--- src/rtl/ghost_rng_if.sv ---
// Draw-port bundle for ghost_rng: request/limit in, handshaked result out.
`timescale 1ns/1ps
interface ghost_rng_if #(
    parameter int OUT_W = 4
);
    logic             req;
    logic [OUT_W-1:0] limit;
    logic             busy;
    logic             valid;
    logic             ready;
    logic [OUT_W-1:0] rand_out;
    logic             fail;

    modport master (
        output req, limit, ready,
        input  busy, valid, rand_out, fail
    );

    modport slave (
        input  req, limit, ready,
        output busy, valid, rand_out, fail
    );
endinterface

--- src/rtl/ghost_rng.sv ---
// Fibonacci LFSR with run-time seeding and a rejection-sampling draw port
// returning an unbiased value in [0, limit) for the ghost decision logic.
`timescale 1ns/1ps
module ghost_rng #(
    parameter int               WIDTH     = 16,
    parameter logic [WIDTH-1:0] TAPS      = 16'hB400,
    parameter logic [WIDTH-1:0] SEED      = 16'h0001,
    parameter int               OUT_W     = 4,
    parameter int               MAX_TRIES = 8
) (
    input  logic             Clk,
    input  logic             Reset,
    input  logic             en,
    input  logic             seed_load,
    input  logic [WIDTH-1:0] seed_in,
    output logic [WIDTH-1:0] state_q,
    ghost_rng_if.slave       drw
);
    localparam int             TRY_W    = (MAX_TRIES > 1) ? $clog2(MAX_TRIES) : 1;
    localparam logic [TRY_W-1:0] LAST_TRY = TRY_W'(MAX_TRIES - 1);

    typedef enum logic [1:0] {IDLE, DRAW, DONE} state_t;

    state_t           state, state_d;
    logic [WIDTH-1:0] r, r_step, seed_eff;
    logic [OUT_W-1:0] lim_q, lim_d, rand_q, rand_d, cand;
    logic [TRY_W-1:0] tries_q, tries_d;
    logic             fail_q, fail_d;
    logic             in_range;

    assign r_step   = {r[WIDTH-2:0], ^(r & TAPS)};
    // A zero seed would lock the LFSR, so it is replaced by the reset seed.
    assign seed_eff = (seed_in == '0) ? SEED : seed_in;
    assign cand     = r[OUT_W-1:0];
    assign in_range = (lim_q == '0) || (cand < lim_q);

    always_ff @(posedge Clk or posedge Reset) begin
        if (Reset)
            r <= SEED;
        else if (seed_load)
            r <= seed_eff;
        else if (en || state == DRAW)
            r <= r_step;
    end

    always_ff @(posedge Clk or posedge Reset) begin
        if (Reset) begin
            state   <= IDLE;
            lim_q   <= '0;
            tries_q <= '0;
            rand_q  <= '0;
            fail_q  <= 1'b0;
        end else begin
            state   <= state_d;
            lim_q   <= lim_d;
            tries_q <= tries_d;
            rand_q  <= rand_d;
            fail_q  <= fail_d;
        end
    end

    always_comb begin
        state_d = state;
        lim_d   = lim_q;
        tries_d = tries_q;
        rand_d  = rand_q;
        fail_d  = fail_q;
        case (state)
            IDLE: begin
                if (drw.req) begin
                    lim_d   = drw.limit;
                    tries_d = '0;
                    state_d = DRAW;
                end
            end
            DRAW: begin
                // A seed load replaces the candidate, so that cycle is not evaluated.
                if (!seed_load) begin
                    if (in_range) begin
                        rand_d  = cand;
                        fail_d  = 1'b0;
                        state_d = DONE;
                    end else if (tries_q == LAST_TRY) begin
                        rand_d  = '0;
                        fail_d  = 1'b1;
                        state_d = DONE;
                    end else begin
                        tries_d = tries_q + TRY_W'(1);
                    end
                end
            end
            DONE: begin
                if (drw.ready)
                    state_d = IDLE;
            end
            default: state_d = IDLE;
        endcase
    end

    assign state_q      = r;
    assign drw.busy     = (state != IDLE);
    assign drw.valid    = (state == DONE);
    assign drw.rand_out = rand_q;
    assign drw.fail     = fail_q;

    a_nonzero: assert property (@(posedge Clk) disable iff (Reset) r != '0);
    a_fail_zero: assert property (@(posedge Clk) disable iff (Reset)
        (drw.valid && drw.fail) |-> (drw.rand_out == '0));
endmodule

--- src/flat_wrapper.sv ---
// flat-port wrapper written by rule: the top's interface ports become plain ports
module ghost_rng_flat 
#(
    parameter int               WIDTH     = 16,
    parameter logic [WIDTH-1:0] TAPS      = 16'hB400,
    parameter logic [WIDTH-1:0] SEED      = 16'h0001,
    parameter int               OUT_W     = 4,
    parameter int               MAX_TRIES = 8
)
  (Clk, Reset, en, seed_load, seed_in, state_q, drw_req, drw_limit, drw_ready, drw_busy, drw_valid, drw_rand_out, drw_fail);
  ghost_rng_if #(.OUT_W(OUT_W)) drw_i ();
  input  logic Clk;
  input  logic Reset;
  input  logic en;
  input  logic seed_load;
  input  logic [WIDTH-1:0] seed_in;
  output logic [WIDTH-1:0] state_q;
  input wire logic [$bits(drw_i.req)-1:0] drw_req;
  input wire logic [$bits(drw_i.limit)-1:0] drw_limit;
  input wire logic [$bits(drw_i.ready)-1:0] drw_ready;
  output wire logic [$bits(drw_i.busy)-1:0] drw_busy;
  output wire logic [$bits(drw_i.valid)-1:0] drw_valid;
  output wire logic [$bits(drw_i.rand_out)-1:0] drw_rand_out;
  output wire logic [$bits(drw_i.fail)-1:0] drw_fail;
  assign drw_i.req = drw_req;
  assign drw_i.limit = drw_limit;
  assign drw_i.ready = drw_ready;
  assign drw_busy = drw_i.busy;
  assign drw_valid = drw_i.valid;
  assign drw_rand_out = drw_i.rand_out;
  assign drw_fail = drw_i.fail;
  ghost_rng #(.WIDTH(WIDTH), .TAPS(TAPS), .SEED(SEED), .OUT_W(OUT_W), .MAX_TRIES(MAX_TRIES)) u_core (.Clk(Clk), .Reset(Reset), .en(en), .seed_load(seed_load), .seed_in(seed_in), .state_q(state_q), .drw(drw_i));
endmodule
--- config.mk ---
export PLATFORM = sky130hd
export DESIGN_NAME = ghost_rng_flat
export DESIGN_NICKNAME = d
export VERILOG_FILES = /design/src/rtl/ghost_rng_if.sv /design/src/rtl/ghost_rng.sv /design/src/flat_wrapper.sv
export SDC_FILE = /design/constraint.sdc
export NUM_CORES = 1
export LEC_CHECK = 0
export ABC_AREA = 1
export CORE_ASPECT_RATIO = 0.9
export CORE_MARGIN = 8
export CORE_UTILIZATION = 48
export CTS_BUF_LIST = sky130_fd_sc_hd__clkbuf_8
export DETAILED_ROUTE_END_ITERATION = 6
export PLACE_DENSITY = 0.93
export SYNTH_ARGS = -nofsm -noshare
export SYNTH_HDL_FRONTEND = slang
export SYNTH_SLANG_ARGS = --single-unit
--- constraint.sdc ---
create_clock -name Clk -period 1.91 [get_ports Clk]
set_clock_uncertainty 0.1 [all_clocks]
set_input_delay 0.2865 -clock Clk [delete_from_list [all_inputs] [get_ports Clk]]
set_output_delay 0.2865 -clock Clk [all_outputs]
set_load 0.005 [all_outputs]
==> impl_metrics.csv <==
group,metric,value,unit
timing,relSlewSlack,75.2,%
critical_path,critPathMaxStageDelay,0.45,ns
clock_network,cts.sinks,30,
die,fp.dieW,76.5,um
grt,antenna_found_initial,0,
clock_network,cts_hold_buf,0,
clock_network,post_cts_buffers,0,
min_path,hp-class,"in -> async",
detailed_routing,via_count,1494,
die,pin_count,49,
synth,synth-seq-area-share,47.6,%
place,dp_hpwl,3.18,mm
die,start_util,51.1,%
timing,setup_viol_count_final,0,
synth,yosysUniqueCellTypes,30,
synth,yosys_warnings,0,
grt,grt_max_degree,31,
power_and_ir_drop,ir_worst_vdd,0.000700,V
synth,postSynthCellCount,196,
grt,gr-total-overflow,0,
detailed_routing,ant_nets,0,
timing,finalMaxSlewViolations,0,
critical_path,crit_type,"reg -> out",
synth,yosysTopAreaCellShare,45.9,%
cells_and_area,diodes,0,
detailed_routing,drt-initial-drc-count,125,
die,die_area,5390,um^2
detailed_routing,viasPerCell,5.12,
synth,syn_avg_cell_area,8.06,um^2
place,gp_congestion,0.902,
synth,yosysMostFrequentCell,"nand2_1",
cells_and_area,finalNetCount,280,
detailed_routing,route.met3.wl,237,um
power_and_ir_drop,powerDensity,1280,nW/um^2
synth,synth-main-ff-cell,"dfrtp_1",
timing,rsz0062_at_grt,"no",
die,chipHeight,70.4,um
timing,min_period,1.80,ns
die,core-area,3090,um^2
clock_network,cts_tree,"built",
critical_path,worstSetupStartpointType,"flop",
detailed_routing,wl,4.19,mm
synth,ys_ff_latch,30,
detailed_routing,wl_met1,1.78,mm
clock_network,cts_resized,0,
critical_path,worstPathRequired,1.52,ns
clock_network,htree_levels,2,
detailed_routing,drc_errors,0,
critical_path,endpoint_kind,"output port",
critical_path,slowest_stage,"clkdlybuf4s50_1",
cells_and_area,drive_gt1_share,9.20,%
run_status,outcome,"completed",
timing,max_freq,555,MHz
detailed_routing,drt_pre_antenna_iters,4,
clock_network,clkTransAtPathRegs,0.07,ns
die,rows,19,
detailed_routing,top_layer,"met4",
cells_and_area,area_delta_synth_final,39.5,%
critical_path,path_max_fanout,4,
synth,syn_nets,227,
timing,finalCritPeriodShare,94.3,%
clock_network,clock_latency,0.30,ns
detailed_routing,avgRoutedWirePerCell,14.3,um
grt,grtUsageTotal,16.5,%
critical_path,arrival,1.42,ns
synth,synthTopCellsByArea,"dfrtp_1, nand2_1, a21oi_1",
detailed_routing,met2WireLength,2.05,mm
timing,tns,0,ns
clock_network,root_buffer,"clkbuf_8",
synth,synth-edff-count,0,
power_and_ir_drop,total_leakage_power,1.06,nW
clock_network,cts_made_buffers,5,
cells_and_area,utilization,71.3,%
synth,yosysTopAreaCell,"dfrtp_1",
grt,first_global_vias,1554,
synth,async_reset_ff_share,100,%
clock_network,clockBufferDepth,2,
synth,synth_common_cells,"nand2_1, dfrtp_1, inv_1",
job,drv_cap,0,
grt,grt_pass1_wl,7.15,mm
timing,finalHoldViolations,0,
cells_and_area,fillers,243,
place,io_buffers,48,
timing,worst_slew_pin_slew,0.372,ns
critical_path,worstPathCellList,"nor2_1 -> inv_1 -> clkdlybuf4s50_1",
synth,netlist_area,1580,um^2
[report_power, final]
part | total [mW] | switching [mW] | leakage, nW | internal, mW
combinational | 1.25 | 0.650 | 0.648 | 0.600
sequential | 1.02 | 0.164 | 0.363 | 0.860
clock | 0.547 | 0.258 | 0.0472 | 0.289
[area by class of cell]
class | instances | area, um^2 | area share [%]
timing repair buffer | 52 | 510 | 23.2
tap | 42 | 52.6 | 2.38
inverter | 26 | 100 | 4.54
clock inverter | 2 | 12.5 | 0.568
clock buffer | 6 | 82.6 | 3.75
sequential | 30 | 752 | 34.1
multi-input combinational | 134 | 694 | 31.5
[final timing paths]
| check | startpoint | end | slack, ns | depth (start not counted) |
|---|---|---|---|---|
| worst max-delay path | u_core.state[0] | drw_busy | 0.11 | 3 |
| worst min-delay path | Reset | u_core.state_q[4] | 0.28 | 3 |
| worst max register to register | u_core.state_q[3] | u_core.drw.rand_out[1] | 0.20 | 7 |
| worst min register to register | u_core.state_q[0] | u_core.state_q[0] | 0.38 | 2 |
| max in group asynchronous | Reset | u_core.state_q[0] | 1.11 | 3 |
| min in group Clk | u_core.state_q[0] | u_core.state_q[0] | 0.38 | 2 |
[metal layers]
metal	vias up	GRT usage, %
met1	691	19.0
met3	12	5.24
met4	0	8.53
met5	-	0
met2	40	26.7
li1	751	-
[state kept, by name, summed over array words and instances, names as in the netlist]
signal / count
u_core.lim_q: 4
u_core.drw.rand_out: 4
u_core.drw.fail: 1
u_core.state: 2
u_core.tries_q: 3
u_core.state_q: 16
[through the flow]
step | total power, mW | setup WS [ns] | hold WS [ns] | cells | area, um^2
floorplan | 1.69 | 0.403 | 0.273 | 196 | 1580
global placement | 2.22 | 0.216 | 0.358 | 284 | 2110
detailed placement | 2.27 | 0.124 | 0.366 | 284 | 2110
CTS | 2.84 | 0.0956 | 0.284 | 292 | 2200
global route | 3.05 | 0.0188 | 0.322 | 292 | 2200
finish | 2.82 | 0.108 | 0.277 | 292 | 2200
[logic make-up (layout without fill, tap and decap cells)]
| logic type | Yosys count | count (layout) | share of synthesized area, % |
|---|---|---|---|
| AO/OA/AOI/OAI | 43 | 43 | 15.5 |
| XOR/XNOR | 2 | 2 | 1.11 |
| adder cells (fa/ha/maj) | 5 | 5 | 3.96 |
| buffers and inverters | 32 | 86 | 8.47 |
| flip-flops | 30 | 30 | 47.6 |
| multiplexers | 1 | 1 | 0.713 |
| AND/OR/NAND/NOR | 83 | 83 | 22.6 |
[placed cells by master, fill, tap and decap left out, drive strengths merged]
cell and count:
clkdlybuf4s50 48, nand2 46, dfrtp 29, inv 26, nor2 21, a21oi 21
o21ai 14, nand3 9, clkbuf 6, ha 5, buf 4, o211ai 3
nand4 3, a31oi 2, nor4 2, nor3 1, mux2 1, or2 1
xnor2 1, xor2 1, a22oi 1, o31ai 1, o2111ai 1, clkinv 1
clkinvlp 1, dfstp 1
[critical path: cells and delay by family (launching register included)]
kind,cells,cell delay [ns]
buf+inv,2,0.52
flops,1,0.44
simple gates,1,0.16
Note: power is estimated with default switching activity, not from simulation.
